<file path="src/rtl/proc_defs.sv">
// Shared definitions for the 16-bit simple processor:
// opcodes, sequencer states and instruction field positions.
package proc_defs;

    typedef enum logic [1:0] {
        T0 = 2'd0,
        T1 = 2'd1,
        T2 = 2'd2,
        T3 = 2'd3
    } state_t;

    localparam logic [3:0] OP_MV  = 4'd0;
    localparam logic [3:0] OP_MVI = 4'd1;
    localparam logic [3:0] OP_ADD = 4'd2;
    localparam logic [3:0] OP_SUB = 4'd3;

    localparam int OP_LO = 12;
    localparam int OP_W  = 4;
    localparam int RX_LO = 9;
    localparam int RY_LO = 6;

endpackage

</file>
<file path="src/rtl/reg_decoder.sv">
// Index-to-one-hot decoder with enable; all zeros when disabled.
// Used for both the register load enables and the bus-drive selects.
module reg_decoder #(
    parameter int N = 8,
    parameter int W = 3
) (
    input  logic         en,
    input  logic [W-1:0] idx,
    output logic [N-1:0] onehot
);

    always_comb begin
        onehot = '0;
        if (en) begin
            onehot[idx] = 1'b1;
        end
    end

endmodule

</file>
<file path="src/rtl/control_unit.sv">
// Multi-cycle sequencer: fetches an instruction word from din and
// steps T0..T3 driving register, bus and ALU controls.
module control_unit
    import proc_defs::*;
#(
    parameter int DATA_WIDTH = 16,
    parameter int NUM_REGS   = 8
) (
    input  logic                  clock,
    input  logic                  reset_n,
    input  logic                  run,
    input  logic [DATA_WIDTH-1:0] din,
    output logic [NUM_REGS-1:0]   r_in,
    output logic [NUM_REGS-1:0]   r_out,
    output logic                  a_in,
    output logic                  g_in,
    output logic                  g_out,
    output logic                  din_out,
    output logic                  alu_sub,
    output logic                  done
);

    localparam int IW = $clog2(NUM_REGS);

    state_t                state;
    state_t                nxt;
    logic [DATA_WIDTH-1:0] ir;
    logic                  ir_in;

    logic [OP_W-1:0] opcode;
    logic [IW-1:0]   rx;
    logic [IW-1:0]   ry;
    logic            is_mv;
    logic            is_mvi;
    logic            is_alu;
    logic            is_sub;

    logic            rin_en;
    logic            rout_en;
    logic [IW-1:0]   rout_idx;
    logic            unused_ir;

    assign opcode = ir[OP_LO +: OP_W];
    assign rx     = ir[RX_LO +: IW];
    assign ry     = ir[RY_LO +: IW];
    assign is_mv  = (opcode == OP_MV);
    assign is_mvi = (opcode == OP_MVI);
    assign is_sub = (opcode == OP_SUB);
    assign is_alu = (opcode == OP_ADD) || is_sub;

    assign unused_ir = ^ir[RY_LO-1:0];

    always_comb begin
        nxt      = state;
        ir_in    = 1'b0;
        rin_en   = 1'b0;
        rout_en  = 1'b0;
        rout_idx = rx;
        a_in     = 1'b0;
        g_in     = 1'b0;
        g_out    = 1'b0;
        din_out  = 1'b0;
        alu_sub  = 1'b0;
        done     = 1'b0;
        unique case (state)
            T0: begin
                if (run) begin
                    ir_in = 1'b1;
                    nxt   = T1;
                end
            end
            T1: begin
                unique case (1'b1)
                    is_mv: begin
                        rout_en  = 1'b1;
                        rout_idx = ry;
                        rin_en   = 1'b1;
                        done     = 1'b1;
                        nxt      = T0;
                    end
                    is_mvi: begin
                        din_out = 1'b1;
                        rin_en  = 1'b1;
                        done    = 1'b1;
                        nxt     = T0;
                    end
                    is_alu: begin
                        rout_en = 1'b1;
                        a_in    = 1'b1;
                        nxt     = T2;
                    end
                    default: begin
                        done = 1'b1;
                        nxt  = T0;
                    end
                endcase
            end
            T2: begin
                rout_en  = 1'b1;
                rout_idx = ry;
                g_in     = 1'b1;
                alu_sub  = is_sub;
                nxt      = T3;
            end
            T3: begin
                g_out  = 1'b1;
                rin_en = 1'b1;
                done   = 1'b1;
                nxt    = T0;
            end
            default: nxt = T0;
        endcase
    end

    always_ff @(posedge clock or negedge reset_n) begin
        if (!reset_n) begin
            state <= T0;
            ir    <= '0;
        end else begin
            state <= nxt;
            if (ir_in) begin
                ir <= din;
            end
        end
    end

    reg_decoder #(.N(NUM_REGS), .W(IW)) u_rin_dec (
        .en     (rin_en),
        .idx    (rx),
        .onehot (r_in)
    );

    reg_decoder #(.N(NUM_REGS), .W(IW)) u_rout_dec (
        .en     (rout_en),
        .idx    (rout_idx),
        .onehot (r_out)
    );

endmodule

</file>
<file path="config.mk">
export PLATFORM = sky130hd
export DESIGN_NAME = control_unit
export DESIGN_NICKNAME = d
export VERILOG_FILES = /design/src/rtl/proc_defs.sv /design/src/rtl/reg_decoder.sv /design/src/rtl/control_unit.sv
export SDC_FILE = /design/constraint.sdc
export NUM_CORES = 1
export LEC_CHECK = 0
export CAP_MARGIN = 40
export CORE_MARGIN = 10
export CORE_UTILIZATION = 45
export DETAILED_ROUTE_END_ITERATION = 8
export DONT_BUFFER_PORTS = 1
export HOLD_SLACK_MARGIN = 0.12
export PLACE_DENSITY = 0.7
export SYNTH_ARGS = -nofsm -noshare
export SYNTH_HDL_FRONTEND = slang
export SYNTH_SLANG_ARGS = --single-unit
</file>
<file path="constraint.sdc">
create_clock -name clock -period 3.1 [get_ports clock]
set_clock_uncertainty 0.05 [all_clocks]
set_input_delay 0.31 -clock clock [delete_from_list [all_inputs] [get_ports clock]]
set_output_delay 0.31 -clock clock [all_outputs]
set_load 0.01 [all_outputs]
</file>
## After elaboration in Yosys (flattened, before gate mapping)

Cells that the tools add are included.

- Magnitude comparators: 4
- Reduce and logical (&&, ||, !) cells: 7
- Bitwise logic cells: 0
- Mux-type cells: 26
- Multiply operators: 0
- Divide/modulo/power cells: 0
- Add/sub/neg operators: 0
- Shifts and indexed selects: 0
- Equality and inequality tests: 7

Operators by type and width:

| kind | count |
|---|---|
| 8-bit 2-to-1 mux | 2 |
| 1-bit 2-to-1 mux | 14 |
| 4-bit by 2-bit == test with 1-bit output (second input constant) | 2 |
| 3-bit by 4-bit < comparator with 1-bit output (second input constant) | 2 |
| 2-bit case mux with 4 select lines | 1 |
| 1-bit demux with 3-bit select | 2 |
| 3-bit by 1-bit >= comparator with 1-bit output (second input constant) | 2 |
| 1-bit case mux with 2 select lines | 3 |
| 3-bit case mux with 2 select lines | 1 |
| 2-bit == test (second input constant) | 2 |
| 4-bit by 1-bit == test with 1-bit output (second input constant) | 1 |
| 4-bit logical NOT | 1 |
| 2-bit 2-to-1 mux | 2 |
| 2-bit OR reduction | 2 |
| 3-bit 2-to-1 mux | 1 |
| 2-bit by 1-bit == test with 1-bit output (second input constant) | 1 |
| 1-bit logical AND | 2 |
| 2-bit logical NOT | 1 |
| 2-bit != test (second input constant) | 1 |
| 1-bit logical OR | 1 |

- Bits in read-only memories: 0
- Register bits: 18
- Memories: 0
- Bits in writable memories: 0
- Logic and storage cells: 46
- Output and inout port bits: 22
- Bits in latches: 0

## Longest topological paths before layout

Gate-level depths: netlist of run 1.

- Word-level depth: 8
- Mapped depth: 7

## Modules after synthesis

Synthesis of run 1 repeated with hierarchy kept, for this count alone.

- Cells, all modules: 81
- Area total of the unflattened synthesis: 877.1 µm²

Modules (own cells, without submodules):

| module | times used | cells each | area an instance (µm²) |
|---|---|---|---|
| control_unit | 1 | 65 | 685.7 |
| reg_decoder (u_rin_dec) | 1 | 8 | 96.3 |
| reg_decoder (u_rout_dec) | 1 | 8 | 95.1 |

## Worst setup path before layout of run 1

Ideal clock, no wire load.

- Path type: register -> output
- Start: register state[0]
- End: output port r_out[5]
- Arrival: 2.177 ns
- Cell stages (with the launch flop): 7
- Required time: 2.740 ns
- Path slack: 0.563 ns
- Path buffers: 0
- Cells stage by stage: dfrtp_1 -> inv_1 -> ha_1 -> and2_1 -> mux2_4 -> a222oi_1 -> nor4b_1

- Cells in the longest elaborated chain, start to end: 7
- Elaborated cells between the ends (all ways): 10
- Classes of those cells: order compare (2); eq/ne (2); mux (5); reduce/logical (1)

Ends and longest elaborated chain:

| what | RTL line | source |
|---|---|---|
| start: declaration | control_unit.sv:25 | `state_t state;` |
| start signal: assignment | control_unit.sv:120 | `state <= nxt;` |
| 2-bit == test / 2-bit by 1-bit == test with 1-bit output (equally long branches) | control_unit.sv:65 | `unique case (state)` |
| 3-bit case mux with 2 select lines | control_unit.sv:65 |  |
| 3-bit by 4-bit < comparator with 1-bit output (implied by the code) / 3-bit by 1-bit >= comparator with 1-bit output (equally long branches) | reg_decoder.sv:15 | `onehot[idx] = 1'b1;` |
| 1-bit logical AND (implied by the code) | reg_decoder.sv:15 |  |
| 1-bit 2-to-1 mux (implied by the code) | reg_decoder.sv:15 |  |
| 1-bit demux with 3-bit select | - |  |
| 8-bit 2-to-1 mux (*) | reg_decoder.sv:14 | `if (en) begin` |
| end: declaration | control_unit.sv:14 | `output logic [NUM_REGS-1:0] r_out,` |

Mark *: on every way between the ends. The rest lies on a longest branch, timed or not.

## Worst setup path in the final report of run 1

Same ends and word-level chain as after synthesis.

==> results.yml, run 1 <==
outcome:
  status: "finished, final reports clean"
hold_path:
  hold_class: "input pin to flop"
clock_tree:
  cts_tree: "done"
  cts.clk_slew.worst_paths_ps: 70
  numCtsBuffers: 3
  insertion_delay_ps: 260
  post_cts_buffers: 0
  root_buffer: "clkbuf_4"
  htree_levels: 1
  post_cts.resized_instances: 0
  clock_sinks: 12
  clk_path_buf_depth: 2
sta:
  worstMarginPinSlew_ps: 541
  grt_setup_unrepaired: "no"
  layout_worst_path_cycle_share_pct: 89.6
  slew_violations: 0
  hold_violations: 0
  relSlewSlack_pct: 63.6
  finalCriticalPeriod_ps: 2780
  setup_violations: 0
  final.setup.tns_ps: 0
  clock.fmax_mhz: 360
synthesis:
  synth_top_cell_by_area: "dfrtp_1"
  netlist_instances: 83
  yosysSeqAreaShare_pct: 36.1
  syn-num-nets: 106
  syn_avg_cell_area_um2: 10.0
  ys_warn_count: 0
  netlist-cell-type-count: 31
  yosysTopAreaCellShare_pct: 36.1
  synth_seq_cells: 12
  synth.cell_area_um2: 832
  ys_top_cells_by_area: "dfrtp_1, mux2_2, ha_1"
worst_setup_path:
  crit_fanout: 8
  ff2ff_path_depth: 4
  required_ps: 2740
  crit_type: "flop to output port"
  cp_data_arrival_time_ps: 2420
  r2r_start: "state[0]"
  critPathCaptureType: "output port"
  endpoint: "r_out[5]"
  start_kind: "flop"
  crit_path_start: "state[0]"
  r2r_setup_slack_ps: 1490
  r2r-end: "ir[9]"
final_layout:
  final_cell_mix: "dfrtp_1, mux2_2, nor2_1"
  area_growth_pct: 12.3
  final_nets: 115
  num_antenna_cells: 0
  fillers: 170
  utilization_pct: 53.5
  layout_commonest_cell: "dfrtp_1"
  drive_gt1_share_pct: 25.6
place:
  port-buffer-count: 0
  place_hpwl_um: 1580
  place.gp.congestion: 0.738
route:
  ant_nets: 0
  drt-vias-per-instance: 5.72
  drt_pre_antenna_iters: 4
  drt_first_iter_violations: 12
  drc: 0
  totalWireLength_um: 1950
  detail_route.wl_per_cell_um: 16.9
  routed-via-count: 658
die:
  die_x_um: 63
  die_height_um: 63
  start_util_pct: 47.7
  fp-row-count: 15
  io_pins: 41
  die-area_um2: 3970
  fp.coreArea_um2: 1750
global_route:
  grt_pass1_wl_um: 3110
  grt_antenna_before_repair: 0
  grt_pass1_vias: 618
  grt_max_degree: 13
  track_usage_pct: 9.63
  overflow: 0
power:
  power_density_nw_per_um2: 1080
  ir_drop_uv: 509
  leakage_uw: 0.000389
job:
  max_cap_violations: 0
## cells by family (layout without fill, tap and decap cells)
| group | count (synthesis) | after routing | synth area share, % |
|---|---|---|---|
| simple gates | 34 | 34 | 25.3 |
| mux | 13 | 13 | 18.5 |
| flops | 12 | 12 | 36.1 |
| compound gates | 13 | 13 | 11.0 |
| fa+ha+maj | 4 | 4 | 6.02 |
| buf+inv | 7 | 14 | 3.16 |
## cell usage after synthesis, drive strengths merged
library cell,count
clkbuf,2
o21bai,1
nand2,3
a21o,1
ha,4
or3b,1
o21ai,2
nor2,9
nor3b,2
nor4,2
nand2b,3
and3b,1
and4b,1
a22oi,1
a31oi,2
buf,1
o21a,1
a21oi,2
dfrtp,12
nor4b,3
inv,4
and2,3
a2bb2oi,1
or4,1
nor3,4
and4bb,1
a222oi,2
mux2,13
## metal layers
metal	part of all wire (%)	vias to the layer above	track usage [%]
met5	0	-	0
met4	1.8	0	5.03
met3	7.2	5	3.58
met2	50	22	16.5
met1	41	307	9.93
li1	-	324	-
## worst max-delay path, stage by stage (launching register included)
cell      delay (ps)
dfrtp_1          370
inv_1            100
ha_1             370
and2_1           180
mux2_4           260
a222oi_1         240
buf_4            200
nor4b_1          250
buf_4            180
## cell type report
cell class              instances  area, um2  share of cell area [%]
clock buffers                   3       22.5                    2.41
inverters                       4       15.0                    1.61
multi-input cells              64        505                    54.1
flip-flops and latches         12        300                    32.1
well taps                      25       31.3                    3.35
repair buffers                  7       60.1                    6.43
## flip-flops by register name, summed over array words and instances (netlist names), named ones only
register	flops
ir	10
state	1
## per-stage QoR
step	total power (uW)	area, um2	cells	setup WS [ps]	hold WS (ps)
6_report	1010	935	115	324	144
5_1_grt	1100	935	115	176	124
4_1_cts	1010	915	113	353	135
3_5_place_dp	916	882	109	654	-35.1
3_3_place_gp	889	882	109	684	-35.1
2_1_floorplan	773	832	83	563	-35.6
## worst min path at each step
| stage | startpoint | endpoint | cells past startpoint |
|---|---|---|---|
| after floorplan | reset_n | async pin | 0 |
| after global placement | reset_n | async pin | 0 |
| after detailed placement | reset_n | async pin | 0 |
| after CTS | din[13] | ir[13] | 1 |
| after global routing | din[12] | ir[12] | 1 |
| final | din[11] | ir[11] | 1 |
## power breakdown
part	switching [uW]	leakage, uW	internal [uW]
clock	43.6	0.0000138	44.8
combinational	289	0.000233	292
sequential	99.9	0.000143	237
## repair_timing
| item | in CTS | in global routing |
|---|---|---|
| setup endpoints to repair | 0 | 0 |
| hold buffers | 1 | 2 |
| hold endpoints to repair | 12 | 2 |
(Power assumes the default switching activity.)
==> run 2, diff against run 1 <==
Clock period 3.1 ns to 3.3 ns, I/O delays scaled along.
==> run 2 against run 1 <==
Clock-buffer cell count unchanged. Utilization decreased by 2.0 points. Largest cell class unchanged. First-iteration DRC count increased to 3.8 times the previous value. Clock power decreased by 6.8%.
==> results.yml, run 2 (synthesized netlist as in run 1, its figures left out) <==
outcome:
  status: "finished, final reports clean"
worst_setup_path:
  crit_path_start: "state[0]"
  crit_fanout: 6
  critPathCaptureType: "output port"
  path_cells: "inv_1 -> ha_1 -> and2_1 -> mux2_4 -> a222oi_1 -> buf_4 -> nor3b_1"
  crit_path_max_incr_delay_ps: 400
  required_ps: 2920
  r2r_start: "state[0]"
  cpMaxStageDelayCell: "a222oi_1"
  crit_type: "flop to output port"
  start_kind: "flop"
  cp_data_arrival_time_ps: 2550
clock_tree:
  post_cts_buffers: 0
  root_buffer: "clkbuf_4"
  clock_sinks: 12
  numCtsBuffers: 3
  clk_path_buf_depth: 2
  insertion_delay_ps: 260
  cts_tree: "done"
  htree_levels: 1
  cts.clk_slew.worst_paths_ps: 60
global_route:
  use_met2_pct: 16.1
  grt_max_degree: 13
  grt_pass1_wl_um: 3110
  grtUsageMet3_pct: 3.05
  grtUsageMet1_pct: 10.2
  grt_antenna_before_repair: 0
  grt_pass1_vias: 633
  track_usage_pct: 9.42
  overflow: 0
  busiest_layer: "met2"
die:
  die_height_um: 63
  start_util_pct: 47.7
  die-area_um2: 3970
  io_pins: 41
  die_x_um: 63
  fp.coreArea_um2: 1750
  fp-row-count: 15
final_layout:
  reg.largest.list: "ir x10, state x1"
  layout_commonest_cell: "dfrtp_1"
  largest-register: "ir"
  drive_gt1_share_pct: 24.4
  final_nets: 111
  largest_reg_flops: 10
  area_growth_pct: 8.12
  final_cell_mix: "dfrtp_1, mux2_2, nor2_1"
  layoutNonFillerInstCount: 111
  num_antenna_cells: 0
sta:
  hold_violations: 0
  layout_worst_path_cycle_share_pct: 88.8
  finalCriticalPeriod_ps: 2930
  relSlewSlack_pct: 59.0
  grt_setup_unrepaired: "no"
  worstMarginPinSlew_ps: 607
  slew_violations: 0
  worst_slack_ps: 371
  holdWs_ps: 168
  setup_violations: 0
  clock.fmax_mhz: 341
  final.setup.tns_ps: 0
route:
  drt-vias-per-instance: 5.78
  ant_nets: 0
  routed-via-count: 642
  drt_pre_antenna_iters: 4
  drc: 0
  detail_route.wl_per_cell_um: 17.6
  drt_first_iter_violations: 45
  totalWireLength_um: 1950
hold_path:
  hold_class: "input pin to flop"
  worstHoldStart: "din[7]"
place:
  port-buffer-count: 0
  placed_cells_incl_taps: 107
  preCtsSetupSlack_ps: 633
  place_hpwl_um: 1630
  place.gp.congestion: 0.734
power:
  seqPwrFrac_pct: 33.8
  power_uw: 942
  internal_power_uw: 534
  ir_drop_uv: 451
  clkPwrFrac_pct: 8.7
  leakage_uw: 0.000370
  switching_power_uw: 407
  power_density_nw_per_um2: 1050
  swShare_pct: 43.2
  p_comb_share_pct: 57.5
job:
  max_cap_violations: 0
-- run 2: through the flow --
| step | util [%] | cell area [um2] |
|---|---|---|
| floorplan | - | 832 |
| global placement | 49.7 | 867 |
| detailed placement | 49.7 | 867 |
| CTS | 51.5 | 900 |
| global route | 51.5 | 900 |
| finish | 51.5 | 900 |
-- run 2: routing by layer --
layer  vias to the layer above  part of all wire, %
li1                        313                    -
met1                       306                   41
met2                        19                   51
met3                         4                  6.9
met4                         0                  1.1
met5                         -                    0
-- run 2: worst max-delay path, delay by kind of cell, from the launching register on --
kind / cells / cell delay (ps)
and+or+nand+nor: 2 / 570
adders and majority gates: 1 / 370
DFF: 1 / 370
buffers and inverters: 2 / 310
muxes: 1 / 260
AOI/OAI and AO/OA: 1 / 400
-- run 2: what timing repair did --
item / in CTS / in global routing
hold buffers: 1 / 0
resized for setup: 0 / 0
endpoints found under the setup margin: 0 / 0
endpoints found under the hold margin: 12 / 0
-- run 2: path summary, 6_finish.rpt --
check	cells after the start	end	slack (ps)
worst max-delay path	7	r_out[2]	370
worst min-delay path	1	ir[7]	170
worst max register to register	4	ir[11]	1720
worst min register to register	1	ir[7]	480
max in group asynchronous	1	ir[9]	2420
min in group asynchronous	1	async pin	430
-- run 2: cell type report --
type	count	area (um2)
fillers	168	846
flip-flops and latches	12	300
clock buffers	3	22.5
well taps	25	31.3
repair buffers	3	25.0
multi-input cells	64	505
inverters	4	15.0
-- run 2: power by group through the flow --
stage / Combinational [uW] / Sequential (uW) / Clock (uW)
after floorplan: 444 / 282 / 0
after global placement: 521 / 311 / 0
after detailed placement: 543 / 318 / 0
after CTS: 547 / 315 / 86.5
after global routing: 603 / 333 / 94.1
final: 541 / 318 / 82.4
==> run 3, diff against run 2 <==
Settings changed: CTS_CLUSTER_SIZE set to 8.
==> results of run 3 <==
The final DEF is identical to that of run 2; final timing and power are the same.
